**config.mk**
```make
export PLATFORM = sky130hd
export DESIGN_NAME = seven_seg_scan_driver
export DESIGN_NICKNAME = d
export VERILOG_FILES = /design/src/rtl/seven_seg_scan_driver.sv
export SDC_FILE = /design/constraint.sdc
export NUM_CORES = 1
export LEC_CHECK = 0
export CAP_MARGIN = 20
export CORE_UTILIZATION = 25
export CTS_CLUSTER_DIAMETER = 200
export DETAILED_ROUTE_END_ITERATION = 10
export PLACE_DENSITY = 0.48
export SLEW_MARGIN = 0
export SYNTH_ARGS = -nofsm -noshare
export SYNTH_HDL_FRONTEND = slang
export SYNTH_SLANG_ARGS = --single-unit
```
**constraint.sdc**
```tcl
create_clock -name clk -period 3.5 [get_ports clk]
set_input_delay 0.525 -clock clk [delete_from_list [all_inputs] [get_ports clk]]
set_output_delay 0.525 -clock clk [all_outputs]
set_load 0.005 [all_outputs]
```
**src/rtl/seven_seg_scan_driver.sv**
```systemverilog
// Four-digit common-anode seven-segment scan driver with a per-slot blanking gap.
// Digit/dp registers load through a simple write port; all display outputs are registered.
module seven_seg_scan_driver #(
  parameter int unsigned REFRESH_DIV  = 100000,
  parameter int unsigned BLANK_CYCLES = 16
) (
  input  logic       clk,
  input  logic       rst_n,
  input  logic       wr_en,
  input  logic [1:0] wr_addr,
  input  logic [3:0] wr_data,
  input  logic       wr_dp,
  input  logic [3:0] blank_mask,
  input  logic       disp_en,
  output logic [6:0] seg_n,
  output logic       dp_n,
  output logic [3:0] an_n,
  output logic       frame_tick
);

  localparam int unsigned CNT_W = (REFRESH_DIV > 1) ? $clog2(REFRESH_DIV) : 1;
  localparam logic [CNT_W-1:0] CNT_MAX   = CNT_W'(REFRESH_DIV - 1);
  localparam logic [CNT_W-1:0] BLANK_LIM = CNT_W'(BLANK_CYCLES);
  localparam logic [CNT_W-1:0] CNT_ONE   = CNT_W'(1);

  localparam logic [0:0] ST_BLANK = 1'b0;
  localparam logic [0:0] ST_SHOW  = 1'b1;

  logic [3:0][3:0]  digit_r;
  logic [3:0]       dp_r;
  logic [CNT_W-1:0] cnt_r;
  logic [CNT_W-1:0] cnt_nxt_s;
  logic [1:0]       idx_r;
  logic [1:0]       idx_nxt_s;
  logic [0:0]       state_r;
  logic [0:0]       state_nxt_s;
  logic             wrap_s;
  logic             lit_s;

  // Active-low segment pattern {G..A} for a hex nibble.
  function automatic logic [6:0] hex7(input logic [3:0] v);
    logic [6:0] s;
    case (v)
      4'h0:    s = 7'h40;
      4'h1:    s = 7'h79;
      4'h2:    s = 7'h24;
      4'h3:    s = 7'h30;
      4'h4:    s = 7'h19;
      4'h5:    s = 7'h12;
      4'h6:    s = 7'h02;
      4'h7:    s = 7'h78;
      4'h8:    s = 7'h00;
      4'h9:    s = 7'h10;
      4'hA:    s = 7'h08;
      4'hB:    s = 7'h03;
      4'hC:    s = 7'h46;
      4'hD:    s = 7'h21;
      4'hE:    s = 7'h06;
      4'hF:    s = 7'h0E;
      default: s = 7'h7F;
    endcase
    return s;
  endfunction

  // Next scan position; state is recomputed from the next count so it always matches cnt_r.
  always_comb begin
    wrap_s      = (cnt_r == CNT_MAX);
    cnt_nxt_s   = cnt_r + CNT_ONE;
    idx_nxt_s   = idx_r;
    state_nxt_s = ST_BLANK;
    if (wrap_s) begin
      cnt_nxt_s = {CNT_W{1'b0}};
      idx_nxt_s = idx_r + 2'd1;
    end else begin
      idx_nxt_s = idx_r;
    end
    if (cnt_nxt_s >= BLANK_LIM) begin
      state_nxt_s = ST_SHOW;
    end else begin
      state_nxt_s = ST_BLANK;
    end
    lit_s = (state_r == ST_SHOW) && disp_en && !blank_mask[idx_r];
  end

  // Digit and decimal-point storage, writable in any scan state.
  always_ff @(posedge clk or negedge rst_n) begin
    if (!rst_n) begin
      digit_r <= 16'h0000;
      dp_r    <= 4'h0;
    end else if (wr_en) begin
      digit_r[wr_addr] <= wr_data;
      dp_r[wr_addr]    <= wr_dp;
    end
  end

  // Scan counter, digit index and blank/show state.
  always_ff @(posedge clk or negedge rst_n) begin
    if (!rst_n) begin
      cnt_r   <= {CNT_W{1'b0}};
      idx_r   <= 2'd0;
      state_r <= ST_BLANK;
    end else begin
      cnt_r   <= cnt_nxt_s;
      idx_r   <= idx_nxt_s;
      state_r <= state_nxt_s;
    end
  end

  // Registered display pins; anything not lit is driven fully dark.
  always_ff @(posedge clk or negedge rst_n) begin
    if (!rst_n) begin
      an_n       <= 4'hF;
      seg_n      <= 7'h7F;
      dp_n       <= 1'b1;
      frame_tick <= 1'b0;
    end else begin
      if (lit_s) begin
        an_n  <= ~(4'b0001 << idx_r);
        seg_n <= hex7(digit_r[idx_r]);
        dp_n  <= ~dp_r[idx_r];
      end else begin
        an_n  <= 4'hF;
        seg_n <= 7'h7F;
        dp_n  <= 1'b1;
      end
      frame_tick <= wrap_s && (idx_r == 2'd3);
    end
  end

endmodule

```
==> results of run 1 <==
[flip-flops by register name (all words and copies together) (netlist names)]
name,flops
dp_n,1
digit_r,16
idx_r,2
frame_tick,1
an_n,4
state_r,1
cnt_r,17
dp_r,4
seg_n,7
[through the flow]
step / instances / area, sq um / total power, mW / setup WS (ns)
global placement: 391 / 3074 / 0.9247 / 1.109
finish: 399 / 3168 / 1.271 / 1.059
CTS: 399 / 3168 / 1.294 / 1.052
floorplan: 234 / 2655 / 0.8434 / 1.309
detailed placement: 391 / 3074 / 0.9296 / 1.066
global route: 399 / 3168 / 1.348 / 0.8885
[power by group through the flow]
stage                     Sequential (mW)  Clock, mW  Combinational [mW]
final                               0.697      0.357               0.217
after global routing                0.704      0.396               0.248
after CTS                           0.697      0.375               0.221
after detailed placement            0.709          0               0.220
after global placement              0.707          0               0.218
after floorplan                     0.703          0               0.141
[routing by layer]
layer	up-vias	wire, um	track usage
li1	865	-	-
met3	5	188	0.02059
met5	-	0	0
met2	34	2342	0.1637
met1	881	2588	0.1414
met4	0	57	0.03018
[final timing paths]
check                              start         end  cells past startpoint
worst max-delay path            cnt_r[0]     state_r                      7
worst min-delay path               rst_n  digit_r[4]                      1
worst max register to register  cnt_r[0]     state_r                      7
worst min register to register  cnt_r[0]    cnt_r[0]                      1
max in group asynchronous          rst_n     an_n[0]                      2
min in group clk                cnt_r[0]    cnt_r[0]                      1
[worst register-to-register path, stage by stage (launching register included)]
cell,delay (ns)
dfrtp_1,0.40
ha_1,0.24
nand4_1,0.29
nor2_1,0.35
nand4_1,0.22
a21boi_0,0.23
a31oi_1,0.10
or4_1,0.50
[final cells by class]
| type | count | area (sq um) |
|---|---|---|
| Fill cell | 1060 | 7156 |
| Sequential cell | 53 | 1341 |
| Multi-Input combinational cell | 162 | 1234 |
| Timing Repair Buffer | 31 | 295.3 |
| Tap cell | 136 | 170.2 |
| Clock buffer | 5 | 68.82 |
| Inverter | 9 | 33.78 |
| Clock inverter | 3 | 25.02 |
[cells by family after synthesis]
family / share of synthesized area
buffers and inverters: 0.03016
AO/OA/AOI/OAI: 0.04477
adder cells (fa/ha/maj): 0.05184
multiplexers: 0.1428
XOR/XNOR: 0.05938
flip-flops: 0.5052
AND/OR/NAND/NOR: 0.1659
[cells in the final DEF, fill, tap and decap left out, types with 2 or more instances in the layout]
| cell type | instances |
|---|---|
| a21oi_1 | 5 |
| and3_1 | 2 |
| buf_4 | 4 |
| clkbuf_8 | 5 |
| clkdlybuf4s50_1 | 26 |
| dfrtp_1 | 41 |
| dfstp_2 | 12 |
| ha_1 | 11 |
| inv_1 | 9 |
| mux2_2 | 21 |
| mux2i_1 | 3 |
| mux4_2 | 5 |
| nand2_1 | 23 |
| nand2b_1 | 2 |
| nand3_1 | 12 |
| nand3b_1 | 2 |
| nand4_1 | 3 |
| nand4b_1 | 2 |
| nor2_1 | 24 |
| nor3_1 | 4 |
| o211ai_1 | 2 |
| o21ai_0 | 4 |
| or4_1 | 2 |
| xnor2_1 | 8 |
| xor2_1 | 10 |
==> impl_metrics.yaml, run 1 <==
routing:
  drt_wl_total_um: 5177
  route.detailed.drc: 0
  wl_per_cell_um: 12.97
  vias: 1785
  ant_nets: 0
  drt_iter0_markers: 88
  viasPerCell: 4.474
  firstDrtPassIters: 4
power_and_ir_drop:
  p_int_mw: 0.9356
  seqPwrFrac: 0.548
  comb_power_share: 0.171
  p_leak_nw: 1.290
  power_switching_mw: 0.3359
  power_density_mw_per_mm2: 401.3
  vdd_drop_max_v: 0.0001728
  switching_share: 0.2642
  p_clk_frac: 0.281
min_path:
  min_path_type: "primary input to async pin"
grt:
  grt.overflow.total: 0
  antenna_found_initial: 0
  gr-usage-all-layers: 0.1030
  grt_pass1_wl_um: 9142
  grt_max_degree: 43
  grt_pass1_vias: 1837
setup_path:
  crit_top_cell: "nand4_1"
  start_kind: "flip-flop"
  path_max_fanout: 5
  crit_buf_inv: 0
  r2r_setup_slack_ns: 1.06
  critical_path.top_delay_family: "simple AND/OR/NAND/NOR gates"
  max_stage_delay_ns: 0.50
  arrival_ns: 2.62
  crit_path_top_delay_cell: "or4_1"
  end_kind: "flip-flop"
  path_class: "flip-flop to flip-flop"
  crit_chain: "ha_1, nand4_1, nor2_1, nand4_1, a21boi_0, a31oi_1, or4_1"
  cp.required_ns: 3.68
timing:
  fin_hold_ws_ns: 0.3634
  worstMarginPinSlew_ns: 0.9756
  fin_crit_sh: 0.6975
  hold_viol: 0
  slew_violations: 0
  slew_headroom: 0.3496
  tns_ns: 0
  finalSetupViolations: 0
  rsz0062_at_grt: "no"
  clock.fmax_mhz: 409.6
  fin_crit_ns: 2.441
  fin_worst_skew_ns: 0.01386
logic_synthesis:
  ys_ff_latch: 53
  synth_ff_type: "dfrtp_1"
  synthCells: 234
  avgSynthCellArea_sq_um: 11.35
  yosys-top-cells-area: "dfrtp_1 39%, dfstp_2 12%, mux2_2 8.9%, ha_1 5.2%, mux4_2 4.2%"
  ys_top_cells_by_count: "41 x dfrtp_1, 24 x nor2_1, 23 x nand2_1, 21 x mux2_2"
  synth_top_area_cell: "dfrtp_1"
  syn_area_sq_mm: 0.002655
  synth_warnings: 0
  synthArstFlopShare: 1.000
  yosys.area.top_type_share: 0.3864
  synth-seq-area-share: 0.5052
  synth-edff-count: 0
  synth_nets: 260
  yosysMostFrequentCell: "dfrtp_1"
  synth_cell_types: 42
clock_tree:
  clk_latency_ns: 0.31
  cts_buffer_depth: 2
  cts_sinks: 53
  cts_resized: 0
  cts_tree: "done"
  clk_pin_slew_ns: 0.11
  cts_root_buf: "clkbuf_8"
  postCtsSetupRepairBufs: 0
  htree_levels: 2
  cts_buffers: 5
  ctsHoldBuffers: 0
die:
  core_sq_mm: 0.01032
  die_w_um: 105.1
  num_io_pins: 28
  start_util: 0.2572
  dieArea_sq_mm: 0.01104
  die_h_um: 105.1
  num_rows: 37
final_layout:
  drive_gt1_frac: 0.2053
  area_growth_syn_to_layout_pct: 19.32
  finish.net_count: 288
  diodes: 0
  final_core_util: 0.3069
place:
  numPortBuffers: 27
  hpwl_um: 3746
  gp_congestion: 0.7996
job:
  maxCapViolCount: 0
outcome:
  status: "complete, no violations"
Note: power is estimated with default switching activity, not from simulation.
==> inputs of run 2 (changes only) <==
==> constraint.sdc (replaced) <==
create_clock -name clk -period 2.4 [get_ports clk]
set_input_delay 0.36 -clock clk [delete_from_list [all_inputs] [get_ports clk]]
set_output_delay 0.36 -clock clk [all_outputs]
set_load 0.005 [all_outputs]
==> run 2 against run 1 <==
Net effect: combinational power rose by 45%; first-iteration DRC count rose by 1.1%; total power rose by 47%; worst hold slack got worse by 0.21 ns; sequential power rose by 46%; largest cell class unchanged.
==> impl_metrics.yaml, run 2 (synthesis gave the netlist of run 1 again) <==
die:
  die_w_um: 105.1
  start_util: 0.2572
  num_io_pins: 28
  core_sq_mm: 0.01032
  die_h_um: 105.1
  num_rows: 37
  dieArea_sq_mm: 0.01104
final_layout:
  diodes: 0
  mostFrequentLayoutCells: "41 x dfrtp_1, 26 x clkdlybuf4s50_1, 23 x nand2_1, 23 x nor2_1, 21 x mux2_2"
  layout_commonest_cell: "dfrtp_1"
  finish.net_count: 298
  largest_register_ffs: 17
  top_register: "cnt_r"
  reg_top3: "cnt_r: 17 flops, digit_r: 16 flops, seg_n: 7 flops"
  drive_gt1_frac: 0.2418
  area_growth_syn_to_layout_pct: 22.76
setup_path:
  arrival_ns: 2.53
  max_stage_delay_ns: 0.57
  crit_path_top_delay_cell: "or4_4"
  cp.required_ns: 2.59
  end_kind: "flip-flop"
  path_max_fanout: 7
  critical_path.top_delay_family: "simple AND/OR/NAND/NOR gates"
  start_kind: "flip-flop"
  crit_chain: "or4_4, nor4_4, buf_4, a31oi_1, or4_1"
  crit_buf_inv: 1
  path_class: "flip-flop to flip-flop"
timing:
  slew_headroom: 0.5584
  clock.fmax_mhz: 428.0
  fin_crit_sh: 0.9735
  finalSetupViolations: 0
  fin_hold_ws_ns: 0.1494
  worstMarginPinSlew_ns: 0.6624
  fin_worst_skew_ns: 0.01042
  finalWorstSetupSlack_ns: 0.06358
  hold_viol: 0
  slew_violations: 0
  fin_crit_ns: 2.336
place:
  post-place-ws_ns: 0.02415
  hpwl_um: 3777
  gp_congestion: 0.8746
  numPortBuffers: 27
routing:
  drt_wl_total_um: 5266
  drt_iter0_markers: 89
  viasPerCell: 4.435
  wl_per_cell_um: 12.88
  ant_nets: 0
  route.detailed.drc: 0
  vias: 1814
  firstDrtPassIters: 5
clock_tree:
  ctsHoldBuffers: 0
  cts_sinks: 53
  cts_buffers: 5
  clk_latency_ns: 0.31
  cts_root_buf: "clkbuf_8"
  clk_pin_slew_ns: 0.10
  cts_tree: "done"
  cts_buffer_depth: 2
  htree_levels: 2
power_and_ir_drop:
  power_density_mw_per_mm2: 572.4
  vdd_drop_max_v: 0.0002447
  p_leak_nw: 1.346
grt:
  grt_pass1_wl_um: 8983
  grt.overflow.total: 0
  grt_max_degree: 54
  antenna_found_initial: 0
  grt_pass1_vias: 1751
  gr-usage-all-layers: 0.1034
min_path:
  min_path_type: "primary input to async pin"
outcome:
  status: "complete, no violations"
job:
  maxCapViolCount: 0
run 2: changes by cell type in the layout (fill, tap and decap cells not counted), sizes merged:
cell / previous run / this run
buf: 5 / 15
clkinvlp: 1 / 0
inv: 10 / 11
run 2: path summary, 6_finish.rpt:
| check | start | to | slack (ns) | cells past startpoint |
|---|---|---|---|---|
| setup / recovery | cnt_r[13] | state_r | 0.06 | 5 |
| hold / removal | rst_n | cnt_r[5] | 0.15 | 2 |
| setup reg to reg | cnt_r[13] | state_r | 0.06 | 5 |
| min in group clk | cnt_r[0] | cnt_r[0] | 0.49 | 1 |
| max in group asynchronous | rst_n | cnt_r[2] | 1.81 | 2 |
| hold reg to reg | cnt_r[0] | cnt_r[0] | 0.49 | 1 |
run 2: through the flow:
step | cell area (sq um) | power, mW | std cells | utilization | TNS [ns]
6_report | 3259 | 1.866 | 409 | 0.3157 | 0
3_5_place_dp | 3134 | 1.354 | 399 | 0.3036 | 0
4_1_cts | 3232 | 1.896 | 407 | 0.3131 | 0
2_1_floorplan | 2655 | 1.230 | 234 | - | 0
3_3_place_gp | 3134 | 1.348 | 399 | 0.3036 | 0
5_1_grt | 3259 | 1.970 | 409 | 0.3157 | -0.01190
run 2: final cells by class:
cell class	count	area, sq um
clock buffers	5	68.82
fillers	1042	7064
inverters	9	33.78
repair buffers	41	370.4
well taps	136	170.2
multi-input cells	162	1246
clock inverters	3	28.78
flip-flops and latches	53	1341
run 2: what timing repair did:
item,4_1_cts,5_1_grt
gates resized for setup,0,3
endpoints found under the setup margin,0,1
setup buffers,0,2
endpoints found under the hold margin,0,0
run 2: power by group:
| group | internal [mW] | switching [mW] | total [mW] |
|---|---|---|---|
| Combinational | 0.171 | 0.145 | 0.315 |
| Clock | 0.219 | 0.316 | 0.534 |
| Sequential | 0.983 | 0.0336 | 1.02 |
| Total | 1.37 | 0.494 | 1.87 |
run 2: per-layer routing:
| metal | part of all wire | GRT usage | routed length (um) | vias up |
|---|---|---|---|---|
| li1 | - | - | - | 885 |
| met5 | 0 | 0 | 0 | - |
| met3 | 0.061 | 0.02246 | 323 | 8 |
| met4 | 0.019 | 0.03924 | 99 | 0 |
| met2 | 0.42 | 0.1476 | 2188 | 61 |
| met1 | 0.50 | 0.1513 | 2654 | 860 |
==> inputs of run 3 (changes only) <==
--- a/config.mk
+++ b/config.mk
@@ -10,7 +10,7 @@
 export CTS_CLUSTER_DIAMETER = 200
 export DETAILED_ROUTE_END_ITERATION = 10
 export PLACE_DENSITY = 0.48
-export SLEW_MARGIN = 0
+export SLEW_MARGIN = 20
 export SYNTH_ARGS = -nofsm -noshare
 export SYNTH_HDL_FRONTEND = slang
 export SYNTH_SLANG_ARGS = --single-unit
==> results of run 3 <==
The final DEF is identical to that of run 2; final timing and power are the same.
